==> src/rtl/spi_axis_pkg.sv <==
// Shared types and constants for the SPI <-> AXI-Stream bridge.
//   tx_load_state_e : states of the SPI transmit load sequencer
//   rx_entry_t      : RX FIFO entry {last, data} at the default 8-bit word width
//   DATA_FILL       : value driven on data outputs when nothing is valid
//   CS_N_IDLE       : chip-select level assumed while in reset
//   OVF_COUNT_MAX   : saturation point of the dropped-word counter
package spi_axis_pkg;

  typedef enum logic [1:0] {
    TX_IDLE      = 2'd0,
    TX_LOAD      = 2'd1,
    TX_WAIT_BUSY = 2'd2,
    TX_WAIT_DONE = 2'd3
  } tx_load_state_e;

  localparam int         DEFAULT_DATA_WIDTH = 8;
  localparam logic       DATA_FILL          = 1'b0;
  localparam logic       CS_N_IDLE          = 1'b1;
  localparam logic [7:0] OVF_COUNT_MAX      = 8'hFF;

  typedef struct packed {
    logic                          last;
    logic [DEFAULT_DATA_WIDTH-1:0] data;
  } rx_entry_t;

  function automatic logic [7:0] sat_inc8(input logic [7:0] v);
    return (v == OVF_COUNT_MAX) ? v : v + 8'd1;
  endfunction

endpackage

==> src/rtl/spi_axis_sync_fifo.sv <==
// Synchronous first-word-fall-through FIFO.
//   push/push_data : write when push=1 and not full (or full with a same-cycle pop)
//   pop/pop_data   : pop_data always shows the head; pop=1 advances when not empty
//   flush          : empties the FIFO; a same-cycle push is discarded
//   full/empty     : occupancy flags
//   level          : current number of entries (0..DEPTH)
module spi_axis_sync_fifo #(
  parameter int WIDTH = 8,
  parameter int DEPTH = 16
) (
  input  logic                     clk,
  input  logic                     rst,
  input  logic                     push,
  input  logic [WIDTH-1:0]         push_data,
  input  logic                     pop,
  output logic [WIDTH-1:0]         pop_data,
  input  logic                     flush,
  output logic                     full,
  output logic                     empty,
  output logic [$clog2(DEPTH):0]   level
);

  localparam int AW = $clog2(DEPTH);

  logic [WIDTH-1:0] mem [DEPTH];
  logic [AW:0]      wr_ptr;
  logic [AW:0]      rd_ptr;
  logic             do_push;
  logic             do_pop;

  // Pointers carry one extra wrap bit so full and empty are distinguishable.
  assign empty   = (wr_ptr == rd_ptr);
  assign full    = (wr_ptr[AW] != rd_ptr[AW]) && (wr_ptr[AW-1:0] == rd_ptr[AW-1:0]);
  assign do_pop  = pop && !empty;
  assign do_push = push && (!full || do_pop);
  assign level   = wr_ptr - rd_ptr;
  assign pop_data = mem[rd_ptr[AW-1:0]];

  always_ff @(posedge clk or posedge rst) begin
    if (rst) begin
      wr_ptr <= '0;
      rd_ptr <= '0;
    end else if (flush) begin
      wr_ptr <= '0;
      rd_ptr <= '0;
    end else begin
      if (do_push) wr_ptr <= wr_ptr + 1'b1;
      if (do_pop)  rd_ptr <= rd_ptr + 1'b1;
    end
  end

  always_ff @(posedge clk) begin
    if (do_push && !flush) mem[wr_ptr[AW-1:0]] <= push_data;
  end

endmodule

==> src/rtl/spi_axis_bridge_fifo.sv <==
// SPI slave PHY <-> axis_wb_master bridge with RX and TX buffering.
//   spi_rx_*      : words received by the SPI shifter, buffered toward m_axis_*
//   s_axis_*      : responses, buffered toward the SPI shifter via spi_tx_*
//   spi_busy      : shifter is mid-word; spi_cs_n frames transfers
//   rx/tx_level   : FIFO occupancies
//   rx_overflow, tx_underrun, ovf_count : sticky status, cleared by status_clr
//
// TX load sequencer:
//   state        | meaning
//   TX_IDLE      | waiting for cs_n low, shifter idle and a queued word
//   TX_LOAD      | spi_tx_valid high for one cycle with the head word; pop it
//   TX_WAIT_BUSY | word handed over, waiting for the shifter to start
//   TX_WAIT_DONE | shifter running, waiting for it to finish
//   cs_n high returns the sequencer to TX_IDLE from any state.
module spi_axis_bridge_fifo
  import spi_axis_pkg::*;
#(
  parameter int DATA_WIDTH       = 8,
  parameter int RX_DEPTH         = 16,
  parameter int TX_DEPTH         = 16,
  parameter int EXPLICIT_FRAMING = 0,
  parameter int FLUSH_TX_ON_CS   = 1
) (
  input  logic                        clk,
  input  logic                        rst,
  input  logic [DATA_WIDTH-1:0]       spi_rx_data,
  input  logic                        spi_rx_valid,
  output logic [DATA_WIDTH-1:0]       spi_tx_data,
  output logic                        spi_tx_valid,
  input  logic                        spi_busy,
  input  logic                        spi_cs_n,
  output logic [DATA_WIDTH-1:0]       m_axis_tdata,
  output logic                        m_axis_tvalid,
  input  logic                        m_axis_tready,
  output logic                        m_axis_tlast,
  input  logic [DATA_WIDTH-1:0]       s_axis_tdata,
  input  logic                        s_axis_tvalid,
  output logic                        s_axis_tready,
  input  logic                        s_axis_tlast,
  output logic [$clog2(RX_DEPTH):0]   rx_level,
  output logic [$clog2(TX_DEPTH):0]   tx_level,
  output logic                        rx_overflow,
  output logic                        tx_underrun,
  output logic [7:0]                  ovf_count,
  input  logic                        status_clr
);

  localparam int RXW = DATA_WIDTH + 1;

  tx_load_state_e          state;
  logic                    cs_n_d;
  logic                    busy_d;
  logic                    cs_rise;
  logic                    busy_rise;
  logic                    ready_en;

  logic                    hold_valid;
  logic [DATA_WIDTH-1:0]   hold_data;
  logic                    tail_pending;

  logic                    rx_push;
  logic [RXW-1:0]          rx_push_data;
  logic                    rx_pop;
  logic [RXW-1:0]          rx_head;
  logic                    rx_full;
  logic                    rx_empty;
  logic                    rx_drop;

  logic                    tx_push;
  logic                    tx_pop;
  logic                    tx_flush;
  logic [DATA_WIDTH-1:0]   tx_head;
  logic                    tx_full;
  logic                    tx_empty;

  // Response-stream frame markers have no meaning on the SPI side.
  logic                    unused_tlast;
  assign unused_tlast = s_axis_tlast;

  assign cs_rise   = !cs_n_d && spi_cs_n;
  assign busy_rise = !busy_d && spi_busy;

  always_ff @(posedge clk or posedge rst) begin
    if (rst) begin
      cs_n_d   <= CS_N_IDLE;
      busy_d   <= 1'b0;
      ready_en <= 1'b0;
    end else begin
      cs_n_d   <= spi_cs_n;
      busy_d   <= spi_busy;
      ready_en <= 1'b1;
    end
  end

  // With framing, the newest word waits in the hold register until we know
  // whether it is the frame tail (cs_n rise) or not (another word arrives).
  always_comb begin
    rx_push      = 1'b0;
    rx_push_data = {1'b0, spi_rx_data};
    if (EXPLICIT_FRAMING != 0) begin
      rx_push      = hold_valid && (spi_rx_valid || cs_rise || tail_pending);
      rx_push_data = {tail_pending || (cs_rise && !spi_rx_valid), hold_data};
    end else begin
      rx_push = spi_rx_valid;
    end
  end

  always_ff @(posedge clk or posedge rst) begin
    if (rst) begin
      hold_valid   <= 1'b0;
      hold_data    <= '0;
      tail_pending <= 1'b0;
    end else if (EXPLICIT_FRAMING != 0) begin
      if (spi_rx_valid) begin
        hold_valid   <= 1'b1;
        hold_data    <= spi_rx_data;
        // A word arriving on the cs_n rise is the tail; flush it next cycle.
        tail_pending <= cs_rise;
      end else if (hold_valid && (cs_rise || tail_pending)) begin
        hold_valid   <= 1'b0;
        tail_pending <= 1'b0;
      end
    end
  end

  assign rx_pop  = !rx_empty && m_axis_tready;
  assign rx_drop = rx_push && rx_full && !rx_pop;

  spi_axis_sync_fifo #(
    .WIDTH (RXW),
    .DEPTH (RX_DEPTH)
  ) u_rx_fifo (
    .clk       (clk),
    .rst       (rst),
    .push      (rx_push),
    .push_data (rx_push_data),
    .pop       (rx_pop),
    .pop_data  (rx_head),
    .flush     (1'b0),
    .full      (rx_full),
    .empty     (rx_empty),
    .level     (rx_level)
  );

  assign m_axis_tvalid = !rx_empty;
  assign m_axis_tdata  = rx_empty ? {DATA_WIDTH{DATA_FILL}} : rx_head[DATA_WIDTH-1:0];
  assign m_axis_tlast  = (EXPLICIT_FRAMING != 0) && !rx_empty && rx_head[DATA_WIDTH];

  assign s_axis_tready = ready_en && !tx_full;
  assign tx_push       = s_axis_tvalid && s_axis_tready;
  assign tx_flush      = (FLUSH_TX_ON_CS != 0) && cs_rise;
  assign tx_pop        = (state == TX_LOAD);

  spi_axis_sync_fifo #(
    .WIDTH (DATA_WIDTH),
    .DEPTH (TX_DEPTH)
  ) u_tx_fifo (
    .clk       (clk),
    .rst       (rst),
    .push      (tx_push),
    .push_data (s_axis_tdata),
    .pop       (tx_pop),
    .pop_data  (tx_head),
    .flush     (tx_flush),
    .full      (tx_full),
    .empty     (tx_empty),
    .level     (tx_level)
  );

  always_ff @(posedge clk or posedge rst) begin
    if (rst) begin
      state        <= TX_IDLE;
      spi_tx_valid <= 1'b0;
      spi_tx_data  <= '0;
    end else begin
      spi_tx_valid <= 1'b0;
      if (spi_cs_n) begin
        state <= TX_IDLE;
      end else begin
        case (state)
          TX_IDLE: begin
            if (!spi_busy && !tx_empty) begin
              state        <= TX_LOAD;
              spi_tx_valid <= 1'b1;
              spi_tx_data  <= tx_head;
            end
          end
          TX_LOAD:      state <= TX_WAIT_BUSY;
          TX_WAIT_BUSY: if (spi_busy)  state <= TX_WAIT_DONE;
          TX_WAIT_DONE: if (!spi_busy) state <= TX_IDLE;
          default:      state <= TX_IDLE;
        endcase
      end
    end
  end

  always_ff @(posedge clk or posedge rst) begin
    if (rst) begin
      rx_overflow <= 1'b0;
      tx_underrun <= 1'b0;
      ovf_count   <= '0;
    end else if (status_clr) begin
      rx_overflow <= 1'b0;
      tx_underrun <= 1'b0;
      ovf_count   <= '0;
    end else begin
      if (rx_drop) begin
        rx_overflow <= 1'b1;
        ovf_count   <= sat_inc8(ovf_count);
      end
      // Shifter started a word with nothing queued for it.
      if (busy_rise && (state == TX_IDLE) && !spi_cs_n && tx_empty)
        tx_underrun <= 1'b1;
    end
  end

endmodule

==> config.mk <==
export PLATFORM = sky130hd
export DESIGN_NAME = spi_axis_bridge_fifo
export DESIGN_NICKNAME = d
export VERILOG_FILES = /design/src/rtl/spi_axis_pkg.sv /design/src/rtl/spi_axis_sync_fifo.sv /design/src/rtl/spi_axis_bridge_fifo.sv
export SDC_FILE = /design/constraint.sdc
export NUM_CORES = 1
export LEC_CHECK = 0
export ABC_AREA = 1
export BUFFER_PORTS_ARGS = -buffer_cell sky130_fd_sc_hd__buf_2
export CAP_MARGIN = 10
export CORE_ASPECT_RATIO = 1.1
export CORE_UTILIZATION = 55
export CTS_BUF_LIST = sky130_fd_sc_hd__clkbuf_8
export CTS_CLUSTER_SIZE = 25
export DETAILED_ROUTE_END_ITERATION = 16
export GPL_TIMING_DRIVEN = 0
export PLACE_DENSITY = 0.85
export SLEW_MARGIN = 15
export SYNTH_ARGS = -nofsm -noshare
export SYNTH_HDL_FRONTEND = slang
export SYNTH_SLANG_ARGS = --single-unit
==> constraint.sdc <==
create_clock -name clk -period 2.6 [get_ports clk]
set_input_delay 0.13 -clock clk [delete_from_list [all_inputs] [get_ports clk]]
set_output_delay 0.13 -clock clk [all_outputs]
set_load 0.005 [all_outputs]
After elaboration in Yosys (flattened, before gate mapping)

Memories as Yosys holds them, arrays and structs flattened. A register that Yosys moved wholly into a read port is not among the register bits.
Index checks and enable logic that the tools add are counted.

$add $sub $neg: 7
$mul: 0
Divide/modulo/power cells: 0
$lt $le $gt $ge: 0
Equal/unequal tests: 14
Shifts and indexed selects: 0
Muxes and demuxes: 24
Bitwise logic cells: 1
Reductions and logical operators: 38

Operators with widths:

| kind                                                                  | number |
|---|---|
| 8-bit two-way mux                                                     | 4 |
| 5-bit by 1-bit adder with 5-bit output, second input constant         | 4 |
| 5-bit two-way mux                                                     | 4 |
| 1-bit logical AND                                                     | 18 |
| 1-bit two-way mux                                                     | 11 |
| 5-bit equality test                                                   | 2 |
| 1-bit logical NOT                                                     | 10 |
| 5-bit subtractor                                                      | 2 |
| 3-bit != test, second input constant                                  | 3 |
| 8-bit by 1-bit adder with 8-bit output, second input constant         | 1 |
| 4-bit equality test                                                   | 2 |
| 8-bit equality test, second input constant                            | 1 |
| 2-bit two-way mux                                                     | 4 |
| 2-bit case mux with 4 select lines                                    | 1 |
| 2-bit nonzero test                                                    | 4 |
| 3-bit AND reduction                                                   | 2 |
| 2-bit equality test, second input constant                            | 2 |
| 2-bit by 1-bit equality test with 1-bit output, second input constant | 1 |
| 2-bit logical NOT                                                     | 1 |
| 1-bit logical OR                                                      | 2 |
| 1-bit != test                                                         | 2 |
| 2-bit != test, second input constant                                  | 1 |
| 2-bit AND reduction                                                   | 1 |
| 1-bit NOT                                                             | 1 |

Bits in registers: 36
Latch bits: 0
Memory bits (writable): 256
Memory bits (read-only): 0
Input bits: 25
Output and inout port bits: 40
Word-level logic and storage cells: 98
Memories: 2

Memories:

| memory        | depth | width | read ports | clocked after memory_dff | write ports | line                     | text |
|---|---|---|---|---|---|---|---|
| u_rx_fifo.mem | 16    | 8     | 1          | 0                        | 1           | spi_axis_sync_fifo.sv:25 | `logic [WIDTH-1:0] mem [DEPTH];` |
| u_tx_fifo.mem | 16    | 8     | 1          | 1                        | 1           | spi_axis_sync_fifo.sv:25 |  |

Longest topological paths before layout

Gate-level depths: netlist of the first run.

Depth in word-level cells: 9
Mapped depth: 14
Mapped depth without buffers: 11

By module

Synthesis of the first run repeated with hierarchy kept, for this count alone.

Cell total of the unflattened synthesis: 1630
Area total of the unflattened synthesis: 15082.0 um^2

Modules (own cells, without submodules):

| module                          | times used | cells an instance | area an instance (um^2) | sequential area each (um^2) |
|---|---|---|---|---|
| spi_axis_sync_fifo at u_rx_fifo | 1          | 762               | 7249.5                  | 4574.4 |
| spi_axis_sync_fifo at u_tx_fifo | 1          | 694               | 6521.3                  | 4093.9 |
| spi_axis_bridge_fifo            | 1          | 174               | 1311.3                  | 601.8 |

Worst setup path after synthesis of the first run

Ideal clock, no wire load.

Path type: register to register
From: reg u_rx_fifo.rd_ptr[1]
To: mem u_rx_fifo.mem[11][0], enable pin
Library setup time: 370 ps
Arrival time: 2090 ps
Data required time: 2230 ps
Setup slack: 140 ps
Cell stages (with the launch flop): 12
Path buffers: 2
Period minus slack after synthesis: 2460 ps
Path through: dfrtp_1 -> buf_2 -> clkinv_1 -> buf_2 -> ha_1 -> nand2_1 -> nor2_2 -> nand3_2 -> nand2_1 -> inv_2 -> nand3_1 -> nor2_1

Cells in the longest elaborated chain, start to end: 8
Elaborated cells on any way between the ends: 11
Those cells by class: eq/ne (2); mux (2); reduce/logical (7)

RTL lines:

| what                                      | line                                                  | text |
|---|---|---|
| from (decl)                               | spi_axis_sync_fifo.sv:27                              | `logic [AW:0] rd_ptr;` |
| from (signal assigned)                    | spi_axis_sync_fifo.sv:48                              | `if (do_pop) rd_ptr <= rd_ptr + 1'b1;` |
| 5-bit equality test                       | spi_axis_sync_fifo.sv:32                              | `assign empty = (wr_ptr == rd_ptr);` |
| 1-bit logical NOT                         | spi_axis_sync_fifo.sv:34, spi_axis_bridge_fifo.sv:126 |  |
| 1-bit logical AND                         | spi_axis_bridge_fifo.sv:126                           | `assign rx_pop = !rx_empty && m_axis_tready;` |
| 1-bit logical AND                         | spi_axis_sync_fifo.sv:34                              | `assign do_pop = pop && !empty;` |
| 1-bit logical OR *                        | spi_axis_sync_fifo.sv:35                              | `assign do_push = push && (!full \|\| do_pop);` |
| 1-bit logical AND *                       | spi_axis_sync_fifo.sv:35                              |  |
| 1-bit two-way mux *                       | spi_axis_sync_fifo.sv:53                              | `if (do_push && !flush) mem[wr_ptr[AW-1:0]] <= push_data;` |
| 1-bit two-way mux (implied by the code) * | spi_axis_sync_fifo.sv:53                              |  |
| to (decl)                                 | spi_axis_sync_fifo.sv:25                              |  |

Every way passes the cells marked *; elsewhere a longest branch is shown, timed or not.

Worst setup path after layout of the first run

From: reg u_tx_fifo.rd_ptr[2]
To: mem u_tx_fifo.mem[10][1], enable pin

Cells in the longest elaborated chain, start to end: 9
Elaborated cells on any way between the ends: 13
Those cells by class: eq/ne (2); mux (2); reduce/logical (9)

RTL lines:

| what                                      | line                                                  | text |
|---|---|---|
| from (decl)                               | spi_axis_sync_fifo.sv:27                              |  |
| from (signal assigned)                    | spi_axis_sync_fifo.sv:48                              |  |
| 4-bit equality test                       | spi_axis_sync_fifo.sv:33                              | `assign full = (wr_ptr[AW] != rd_ptr[AW]) && (wr_ptr[AW-1:0] == rd_ptr[AW-1:0]);` |
| 1-bit logical AND                         | spi_axis_sync_fifo.sv:33                              |  |
| 1-bit logical NOT                         | spi_axis_sync_fifo.sv:35, spi_axis_bridge_fifo.sv:149 |  |
| 1-bit logical AND                         | spi_axis_bridge_fifo.sv:149                           | `assign s_axis_tready = ready_en && !tx_full;` |
| 1-bit logical AND                         | spi_axis_bridge_fifo.sv:150                           | `assign tx_push = s_axis_tvalid && s_axis_tready;` |
| 1-bit logical AND *                       | spi_axis_sync_fifo.sv:35                              |  |
| 1-bit logical AND *                       | spi_axis_sync_fifo.sv:53                              |  |
| 1-bit two-way mux *                       | spi_axis_sync_fifo.sv:53                              |  |
| 1-bit two-way mux (implied by the code) * | spi_axis_sync_fifo.sv:53                              |  |
| to (decl)                                 | spi_axis_sync_fifo.sv:25                              |  |

Marked as above.

==> impl_metrics.json, run 1 <==
{
  "vias_per_cell": 5.57,
  "h-tree-depth": 2,
  "drv_cap": 0,
  "place_inst": 1716,
  "hold_class": "in2reg",
  "power.share.switching_pct": 38.1,
  "drt_first_pass_iters": 5,
  "min_to": "u_rx_fifo.mem[0][5]",
  "grtUsageTotal_pct": 26.1,
  "path_buf_inv": 4,
  "end_kind": "flop",
  "powerDensity_nw_per_um2": 1040,
  "slew_viol_final": 0,
  "antenna_found_initial": 0,
  "cp_common_cell": "nor2_4",
  "multi_input_area_um2": 4200,
  "fin_crit_sh_pct": 97.0,
  "r2r-end": "u_tx_fifo.mem[10][1]",
  "max_freq_ghz": 0.397,
  "relSlewSlack_pct": 54.9,
  "clockRootBuffer": "clkbuf_8",
  "start_util_pct": 56.8,
  "reg2reg_depth": 12,
  "ioPinCount": 65,
  "syn-instance-count": 1349,
  "synth_seq_cells": 300,
  "n_antenna_cell": 0,
  "drive_gt1_share_pct": 17.8,
  "crit_family": "simple AND/OR/NAND/NOR gates",
  "dpl.hpwl_mm": 20.7,
  "remaining_drc_errors": 0,
  "ant_nets": 0,
  "clk_latency_ns": 0.58,
  "min-delay-start": "spi_rx_data[5]",
  "synth_top_area_share_pct": 56.6,
  "grt_max_degree": 26,
  "setup_ws_ns": 0.0790,
  "die_x_um": 152,
  "leakagePower_uw": 0.00705,
  "r2r-start": "u_tx_fifo.rd_ptr[2]",
  "crit_start": "u_tx_fifo.rd_ptr[2]",
  "worstPathArrival_ns": 2.78,
  "r2r_setup_slack_ns": 0.08,
  "status": "finished, final reports clean",
  "cp_slowest_cell": "dfrtp_1",
  "final_nets": 1543,
  "rsz0062_at_grt": "no",
  "ir_worst_vdd_mv": 0.745,
  "totalPowerFinal_uw": 16700,
  "die_y_um": 167,
  "critical_path_required_ns": 2.86,
  "synthToLayoutAreaGrowth_pct": 18.4,
  "fillers": 1626,
  "synth_edf_count": 256,
  "cp_slowest_stage_delay_ns": 0.41,
  "timing.final.hold_violations": 0,
  "grt_pass1_wl_mm": 51.5,
  "clkPwrFrac_pct": 25.6,
  "regArea_um2": 8790,
  "finalSetupViolCount": 0,
  "synth_warnings": 0,
  "synth_nets": 1399,
  "avgRoutedWirePerCell_um": 18.0,
  "synthFlopType": "edfxtp_1",
  "clock_skew_ns": 0.0472,
  "post-place-ws_ns": -0.699,
  "dieArea_um2": 25300,
  "core_um2": 23900,
  "postLayoutCoreUtil_pct": 67.2,
  "seq_area_frac_synth_pct": 64.7,
  "cts_buffer_depth": 3,
  "cp-start-kind": "flop",
  "routabilityCongestion": 0.959,
  "seqPwrFrac_pct": 35.7,
  "yosysMostFrequentCell": "nand2_1",
  "dr.first_iter.drc_count": 1074,
  "io_buffers": 61,
  "min_path_cells": 1,
  "grt_pass1_vias": 9991,
  "rows": 59,
  "critPathKind": "reg2reg",
  "path_max_fanout": 10,
  "cts.sinks": 300,
  "syn_area_um2": 13600,
  "ys_types": 36,
  "grt-ovfl-total": 0,
  "syn_avg_cell_area_um2": 10.1,
  "crit_chain": "buf_6, inv_1, buf_6, ha_4, nand2_1, nor2_4, nand2_1, nand3_1, nor2_4, nand2_4, nor2_4, buf_12",
  "synth_top_cells_by_count": "nand2_1, edfxtp_1, inv_1",
  "comb_power_share_pct": 38.6,
  "numCtsBuffers": 48,
  "synthTopCellsByArea": "edfxtp_1, nand2_1, dfrtp_1, nand3_1, inv_1",
  "vias": 10200,
  "async_flop_share_pct": 14.7,
  "period_needed_ns": 2.52,
  "postRouteWirelength_mm": 33.1,
  "cts_tree": "done",
  "worst_pin_slew_ns": 0.676,
  "final_cells": 1835,
  "yosysTopAreaCell": "edfxtp_1",
  "cts.clk_slew.worst_paths_ns": 0.06,
  "power.net_switching_uw": 6350,
  "p_int_uw": 10300
}
-- worst max path at each step --
stage / endpoint / slack, ns / cells past startpoint
after floorplan: u_rx_fifo.mem[11][0] / 0.14 / 11
after global placement: u_rx_fifo.mem[5][2] / -0.58 / 11
after detailed placement: u_rx_fifo.mem[2][3] / -0.70 / 11
after CTS: u_rx_fifo.mem[13][0] / 0.05 / 11
after global routing: u_tx_fifo.mem[10][1] / 0.01 / 11
final: u_tx_fifo.mem[10][1] / 0.08 / 12
-- power groups by stage --
| stage | registers, uW | clock network, uW | logic [uW] |
|---|---|---|---|
| 2_1_floorplan | 5960 | 0 | 3860 |
| 3_3_place_gp | 6000 | 0 | 5500 |
| 3_5_place_dp | 6020 | 0 | 5710 |
| 4_1_cts | 5920 | 4290 | 6100 |
| 5_1_grt | 5980 | 4530 | 6970 |
| 6_report | 5950 | 4270 | 6430 |
-- state kept, by name (all words and copies together) (netlist names), 2 cells and up --
register,cells
u_rx_fifo.mem,128
u_tx_fifo.mem,128
ovf_count,8
spi_tx_data,8
u_rx_fifo.rd_ptr,5
u_rx_fifo.wr_ptr,5
u_tx_fifo.rd_ptr,5
u_tx_fifo.wr_ptr,5
state,2
-- per-layer routing --
layer	vias up	routed length [um]	global-route usage [%]
met5	-	0	0
met2	577	16600	44.8
li1	4662	-	-
met1	4844	12200	32.0
met3	132	2850	4.63
met4	0	1440	12.3
-- layout by cell type (no fill, tap or decap), types with 3 or more instances in the layout --
| cell | count |
|---|---|
| nand2_1 | 486 |
| nand2_4 | 6 |
| o21ai_1 | 7 |
| dlygate4sd3_1 | 21 |
| clkbuf_1 | 7 |
| clkinv_2 | 8 |
| buf_2 | 79 |
| nor2_4 | 35 |
| a21oi_2 | 8 |
| edfxtp_1 | 256 |
| nor2_2 | 9 |
| inv_1 | 160 |
| a21oi_1 | 17 |
| dfrtp_1 | 43 |
| buf_6 | 4 |
| inv_4 | 4 |
| buf_4 | 24 |
| buf_12 | 9 |
| inv_2 | 6 |
| nand2_2 | 7 |
| nand3_1 | 145 |
| o21ai_0 | 17 |
| nor2_1 | 37 |
| xnor2_1 | 3 |
| xor2_1 | 19 |
| bufinv_16 | 4 |
| clkbuf_8 | 58 |
| nand4_1 | 4 |
| clkinv_1 | 5 |
| ha_1 | 21 |
-- worst register-to-register path: cells and delay by family (launching register included) --
| kind | cells | cell delay, ns |
|---|---|---|
| buf+inv | 4 | 0.56 |
| simple gates | 7 | 1.03 |
| flops | 1 | 0.41 |
| fa+ha+maj | 1 | 0.23 |
-- cell type report --
class	count	area share [%]
sequential	300	54.6
multi-input combinational	836	26.1
clock buffer	58	4.96
timing repair buffer	97	4.53
inverter	163	3.94
tap	305	2.37
buffer	47	1.92
clock inverter	29	1.50
-- cells by family after synthesis --
kind of cell / Yosys count / synth area share, %
fa+ha+maj: 25 / 2.41
buf+inv: 213 / 6.70
flops: 300 / 64.7
mux: 1 / 0.0737
other cells: 2 / 0.0553
compound gates: 52 / 2.21
xor+xnor: 22 / 1.42
simple gates: 734 / 22.4
-- repair_timing --
action,4_1_cts,5_1_grt
pin swaps,17,6
endpoints found under the setup margin,268,226
endpoints found under the hold margin,231,0
resized for setup,89,11
hold buffers,21,0
buffers inserted,9,5
gates cloned,0,0
-- per-stage QoR --
step	TNS, ns	hold WS [ns]	instance area (um^2)
after floorplan	0	0.134	13600
after global placement	-113.93	0.276	14300
after detailed placement	-128.02	0.179	14300
after CTS	0	0.00249	16000
after global routing	0	0.0169	16100
final	0	0.0176	16100
No activity file was read; power rests on OpenSTA's default activity.
==> run 2, diff against run 1 <==
Settings changed: RECOVER_POWER set to 100.
==> impl_metrics.json, run 2 (synthesized netlist as in run 1, its figures left out) <==
{
  "status": "finished, final reports clean",
  "ir_worst_vdd_mv": 0.712,
  "finalSetupViolCount": 0,
  "cp_slowest_cell": "dfrtp_1",
  "cts.sinks": 300,
  "clk_latency_ns": 0.58,
  "end_kind": "primary output",
  "postRouteWirelength_mm": 32.9,
  "cts.clk_slew.worst_paths_ns": 0.06,
  "ant_nets": 0,
  "fillers": 1664,
  "drive_gt1_share_pct": 14.9,
  "cts_buffer_depth": 3,
  "grt_max_degree": 26,
  "multi_input_area_um2": 4130,
  "grtUsageTotal_pct": 26.1,
  "start_util_pct": 56.8,
  "grt-ovfl-total": 0,
  "wl_met2_mm": 16.6,
  "regArea_um2": 8790,
  "dieArea_um2": 25300,
  "critPathKind": "reg2out",
  "wl_met3_mm": 2.96,
  "grt_pass1_wl_mm": 51.5,
  "hold_slack_ns": 0.117,
  "die_y_um": 167,
  "numCtsBuffers": 48,
  "ioPinCount": 65,
  "h-tree-depth": 2,
  "dr.first_iter.drc_count": 1091,
  "final_nets": 1543,
  "maxUsedRoutingLayer": "met4",
  "tns_ns": 0,
  "cp_slowest_stage_delay_ns": 0.41,
  "timing.final.hold_violations": 0,
  "routabilityCongestion": 0.959,
  "path_buf_inv": 4,
  "max_freq_ghz": 0.398,
  "wl_met1_mm": 12.0,
  "cp-start-kind": "flop",
  "vias": 10200,
  "hold_class": "in2reg",
  "drv_cap": 0,
  "layout_commonest_cell": "nand2_1",
  "fin_crit_sh_pct": 96.6,
  "clockRootBuffer": "clkbuf_8",
  "antenna_found_initial": 0,
  "relSlewSlack_pct": 14.5,
  "powerDensity_nw_per_um2": 1040,
  "remaining_drc_errors": 0,
  "crit_family": "buffers and inverters",
  "synthToLayoutAreaGrowth_pct": 17.5,
  "rsz0062_at_grt": "no",
  "rows": 59,
  "cts_tree": "done",
  "worstPathArrival_ns": 2.38,
  "slew_viol_final": 0,
  "period_needed_ns": 2.51,
  "vias_per_cell": 5.55,
  "io_buffers": 61,
  "leakagePower_uw": 0.00695,
  "critical_path_required_ns": 2.47,
  "mostFrequentLayoutCells": "nand2_1, edfxtp_1, inv_1",
  "path_max_fanout": 10,
  "drt_first_pass_iters": 5,
  "dpl.hpwl_mm": 20.7,
  "clock_skew_ns": 0.0483,
  "die_x_um": 152,
  "grt_pass1_vias": 9991,
  "avgRoutedWirePerCell_um": 17.9,
  "worst_pin_slew_ns": 1.28,
  "n_antenna_cell": 0,
  "crit_chain": "buf_4, inv_2, ha_4, nand2_1, nor2_4, nand3_4, inv_4, a21oi_1, clkbuf_2",
  "core_um2": 23900
}
-- run 2: cell count changes in the layout (fill, tap and decap cells not counted), sizes merged --
cell / delta
buf: -41
clkbuf: +40
clkinvlp: +1
dlymetal6s4s: +1
inv: -1
-- run 2: path summary, 6_finish.rpt --
check	cells after the start	to	startpoint	slack [ns]
min in group asynchronous	3	u_rx_fifo.wr_ptr[2]	rst	0.27
max	9	m_axis_tdata[4]	u_rx_fifo.rd_ptr[2]	0.09
max in group asynchronous	4	spi_tx_valid	rst	0.53
min	5	u_tx_fifo.wr_ptr[1]	s_axis_tvalid	0.12
max reg2reg	12	u_tx_fifo.mem[10][1]	u_tx_fifo.rd_ptr[2]	0.09
min reg2reg	1	u_rx_fifo.wr_ptr[4]	u_rx_fifo.wr_ptr[4]	0.49
-- run 2: area by class of cell --
cell class                      count  share of cell area [%]
Sequential cell                   300                    55.1
Multi-Input combinational cell    836                    25.9
Clock buffer                       58                    5.00
Timing Repair Buffer               97                    4.19
Inverter                          163                    3.97
Tap cell                          305                    2.39
Buffer                             47                    1.94
Clock inverter                     29                    1.51
-- run 2: worst min-delay path, cell delays in order --
cell,delay (ns)
buf_2,0.11
nand3_1,0.17
nor2_4,0.10
nand2_1,0.07
o21ai_0,0.07
-- run 2: power breakdown --
| group | internal, uW | total [uW] | switching, uW |
|---|---|---|---|
| registers | 5670 | 5950 | 279 |
| clock network | 2430 | 4280 | 1850 |
| logic | 2130 | 6290 | 4160 |
-- run 2: routing by layer --
metal / vias to the layer above / GRT usage (%)
li1: 4669 / -
met1: 4807 / 32.0
met2: 584 / 44.8
met3: 120 / 4.63
met4: 0 / 12.3
met5: - / 0
-- run 2: through the flow --
stage,cells,utilization [%],instance area [um^2],total power [uW],worst slack [ns]
after floorplan,1349,-,13600,9820,0.140
after global placement,1715,59.7,14300,11500,-0.577
after detailed placement,1716,59.7,14300,11700,-0.699
after CTS,1830,66.9,16000,16300,0.0478
after global routing,1835,66.7,16000,17300,0.00378
final,1835,66.7,16000,16500,0.0874
-- run 2: repair_timing --
action	CTS	global route
endpoints found under the setup margin	268	226
hold buffers	21	0
pin swaps	17	6
setup buffers	9	5
resized for setup	89	11
hold endpoints to repair	231	0
==> run 3, diff against run 2 <==
Settings changed: ABC_AREA 1 to not set, PLACE_DENSITY 0.85 to 0.86.
==> impl_metrics.json, run 3 <==
{
  "io_buffers": 62,
  "drt_first_pass_iters": 5,
  "clock_skew_ns": 0.0346,
  "violations": "setup timing",
  "die_x_um": 145,
  "power.net_switching_uw": 4590,
  "period_needed_ns": 2.61,
  "leakagePower_uw": 0.00525,
  "drv_cap": 0,
  "cts_buffer_depth": 3,
  "tns_ns": -0.00596,
  "r2r-end": "u_rx_fifo.mem[2][4]",
  "syn-instance-count": 724,
  "end_kind": "primary output",
  "grt_pass1_wl_mm": 41.8,
  "worstPathArrival_ns": 2.48,
  "remaining_drc_errors": 0,
  "powerDensity_nw_per_um2": 981,
  "totalPowerFinal_uw": 14900,
  "max_freq_ghz": 0.384,
  "clockRootBuffer": "clkbuf_8",
  "synthFlopType": "edfxtp_1",
  "start_util_pct": 56.0,
  "synth_nets": 774,
  "postRouteWirelength_mm": 27.6,
  "vias_per_cell": 5.90,
  "synth_top_cells_by_count": "edfxtp_1, nor2_1, mux2i_1",
  "r2r_setup_slack_ns": 0.03,
  "synth_seq_cells": 300,
  "critical_path_required_ns": 2.47,
  "critPathKind": "reg2out",
  "dpl.hpwl_mm": 16.3,
  "yosysTopAreaCell": "edfxtp_1",
  "ant_nets": 0,
  "async_flop_share_pct": 14.7,
  "clkPwrFrac_pct": 28.9,
  "grt_pass1_vias": 7592,
  "cp-start-kind": "flop",
  "worst_pin_slew_ns": 0.888,
  "synthTopCellsByArea": "edfxtp_1, mux4_2, dfrtp_1, mux2i_1, ha_1",
  "dr.first_iter.drc_count": 680,
  "status": "complete, but fails checks",
  "seq_area_frac_synth_pct": 71.0,
  "cts.sinks": 300,
  "grt-ovfl-total": 0,
  "reg2reg_depth": 10,
  "layout_commonest_cell": "edfxtp_1",
  "hold_class": "in2reg",
  "avgRoutedWirePerCell_um": 22.8,
  "fin_crit_sh_pct": 100,
  "synthToLayoutAreaGrowth_pct": 22.6,
  "setup_ws_ns": -0.00596,
  "ir_worst_vdd_mv": 0.519,
  "routabilityCongestion": 0.810,
  "cts_tree": "done",
  "final_nets": 930,
  "drive_gt1_share_pct": 29.1,
  "antenna_found_initial": 0,
  "r2r-start": "u_rx_fifo.rd_ptr[1]",
  "post-place-ws_ns": -0.556,
  "ioPinCount": 65,
  "timing.final.hold_violations": 0,
  "cts.clk_slew.worst_paths_ns": 0.07,
  "p_int_uw": 10300,
  "seqPwrFrac_pct": 39.9,
  "regArea_um2": 8790,
  "yosysMostFrequentCell": "edfxtp_1",
  "dieArea_um2": 23100,
  "syn_avg_cell_area_um2": 17.1,
  "grt_max_degree": 29,
  "mostFrequentLayoutCells": "edfxtp_1, clkbuf_8, mux4_2, mux2i_1",
  "n_antenna_cell": 0,
  "slew_viol_final": 0,
  "vias": 7159,
  "die_y_um": 159,
  "multi_input_area_um2": 3800,
  "grtUsageTotal_pct": 24.1,
  "relSlewSlack_pct": 40.8,
  "cp-endpoint": "m_axis_tdata[3]",
  "synth_top_area_share_pct": 62.1,
  "core_um2": 22100,
  "path_max_fanout": 8,
  "crit_start": "u_rx_fifo.rd_ptr[1]",
  "clk_latency_ns": 0.57,
  "rows": 57,
  "fillers": 1353,
  "finalSetupViolCount": 1,
  "h-tree-depth": 2,
  "ys_types": 53,
  "synth_warnings": 0,
  "numCtsBuffers": 46,
  "comb_power_share_pct": 31.2,
  "synth_edf_count": 256,
  "syn_area_um2": 12400,
  "power.share.switching_pct": 30.8,
  "rsz0062_at_grt": "yes"
}
[run 3: changes by cell type after synthesis, moves of 24 or more]
cell     before  now
nand2_1     493   16
mux2i_1       1   51
o22ai_1       0   24
nand3_1     147    8
inv_1       152   24
mux4_2        0   48
[run 3: layer usage]
metal  track usage [%]  share of wire [%]
met4              8.90                3.0
met5                 0                  0
met2              43.2                 54
met3              4.44                6.2
met1              29.0                 37
[run 3: worst max-delay path, cell delays in order (launching register included)]
cell     delay [ns]
dfrtp_1        0.42
buf_8          0.15
buf_8          0.11
inv_1          0.12
ha_4           0.23
and4_1         0.17
buf_6          0.15
nand2_8        0.10
nand2_8        0.10
o22ai_1        0.22
buf_2          0.15
[run 3: area by class of cell]
cell class,instances,share of cell area [%]
flip-flops and latches,300,57.9
multi-input cells,366,25.0
clock buffers,57,5.16
clock inverters,29,1.73
repair buffers,110,5.42
well taps,295,2.43
plain buffers,31,1.65
inverters,25,0.684
[run 3: worst min-delay path by stage]
stage / start / end / slack [ns] / cells past startpoint
after floorplan: spi_cs_n / cs_n_d / 0.13 / 0
after global placement: spi_cs_n / cs_n_d / 0.29 / 1
after detailed placement: rst / ovf_count[0] / 0.15 / 2
after CTS: spi_rx_valid / ovf_count[5] / 0.001 / 4
after global routing: spi_rx_valid / ovf_count[5] / 0.03 / 4
final: spi_rx_valid / ovf_count[5] / 0.02 / 4
[run 3: per-stage QoR]
stage / instance area (um^2) / util (%) / instances / hold WS, ns
after floorplan: 12700 / - / 724 / 0.134
after global placement: 13400 / 60.5 / 1081 / 0.291
after detailed placement: 13400 / 60.6 / 1082 / 0.150
after CTS: 15000 / 67.9 / 1204 / 0.00146
after global routing: 15200 / 68.7 / 1213 / 0.0258
final: 15200 / 68.7 / 1213 / 0.0150
[run 3: what timing repair did]
action | 4_1_cts | 5_1_grt
resized for setup | 41 | 25
pin swaps | 16 | 5
setup buffers | 16 | 10
hold buffers | 21 | 0
endpoints found under the hold margin | 294 | 0
endpoints found under the setup margin | 290 | 277
[run 3: cells by family after synthesis]
logic type,Yosys count,share of synthesized area [%]
muxes,101,13.0
adders and majority gates,25,2.65
DFF,300,71.0
xor gates and xnor gates,22,1.62
other,2,0.0606
AOI/OAI and AO/OA,83,4.32
and+or+nand+nor,133,5.34
buffers and inverters,58,2.03
[run 3: power groups by stage]
| stage | Combinational [uW] | Clock, uW | Sequential, uW |
|---|---|---|---|
| 2_1_floorplan | 2670 | 0 | 5910 |
| 3_3_place_gp | 3710 | 0 | 5960 |
| 3_5_place_dp | 3800 | 0 | 5980 |
| 4_1_cts | 4180 | 4320 | 5890 |
| 5_1_grt | 4970 | 4560 | 5960 |
| 6_report | 4650 | 4310 | 5940 |
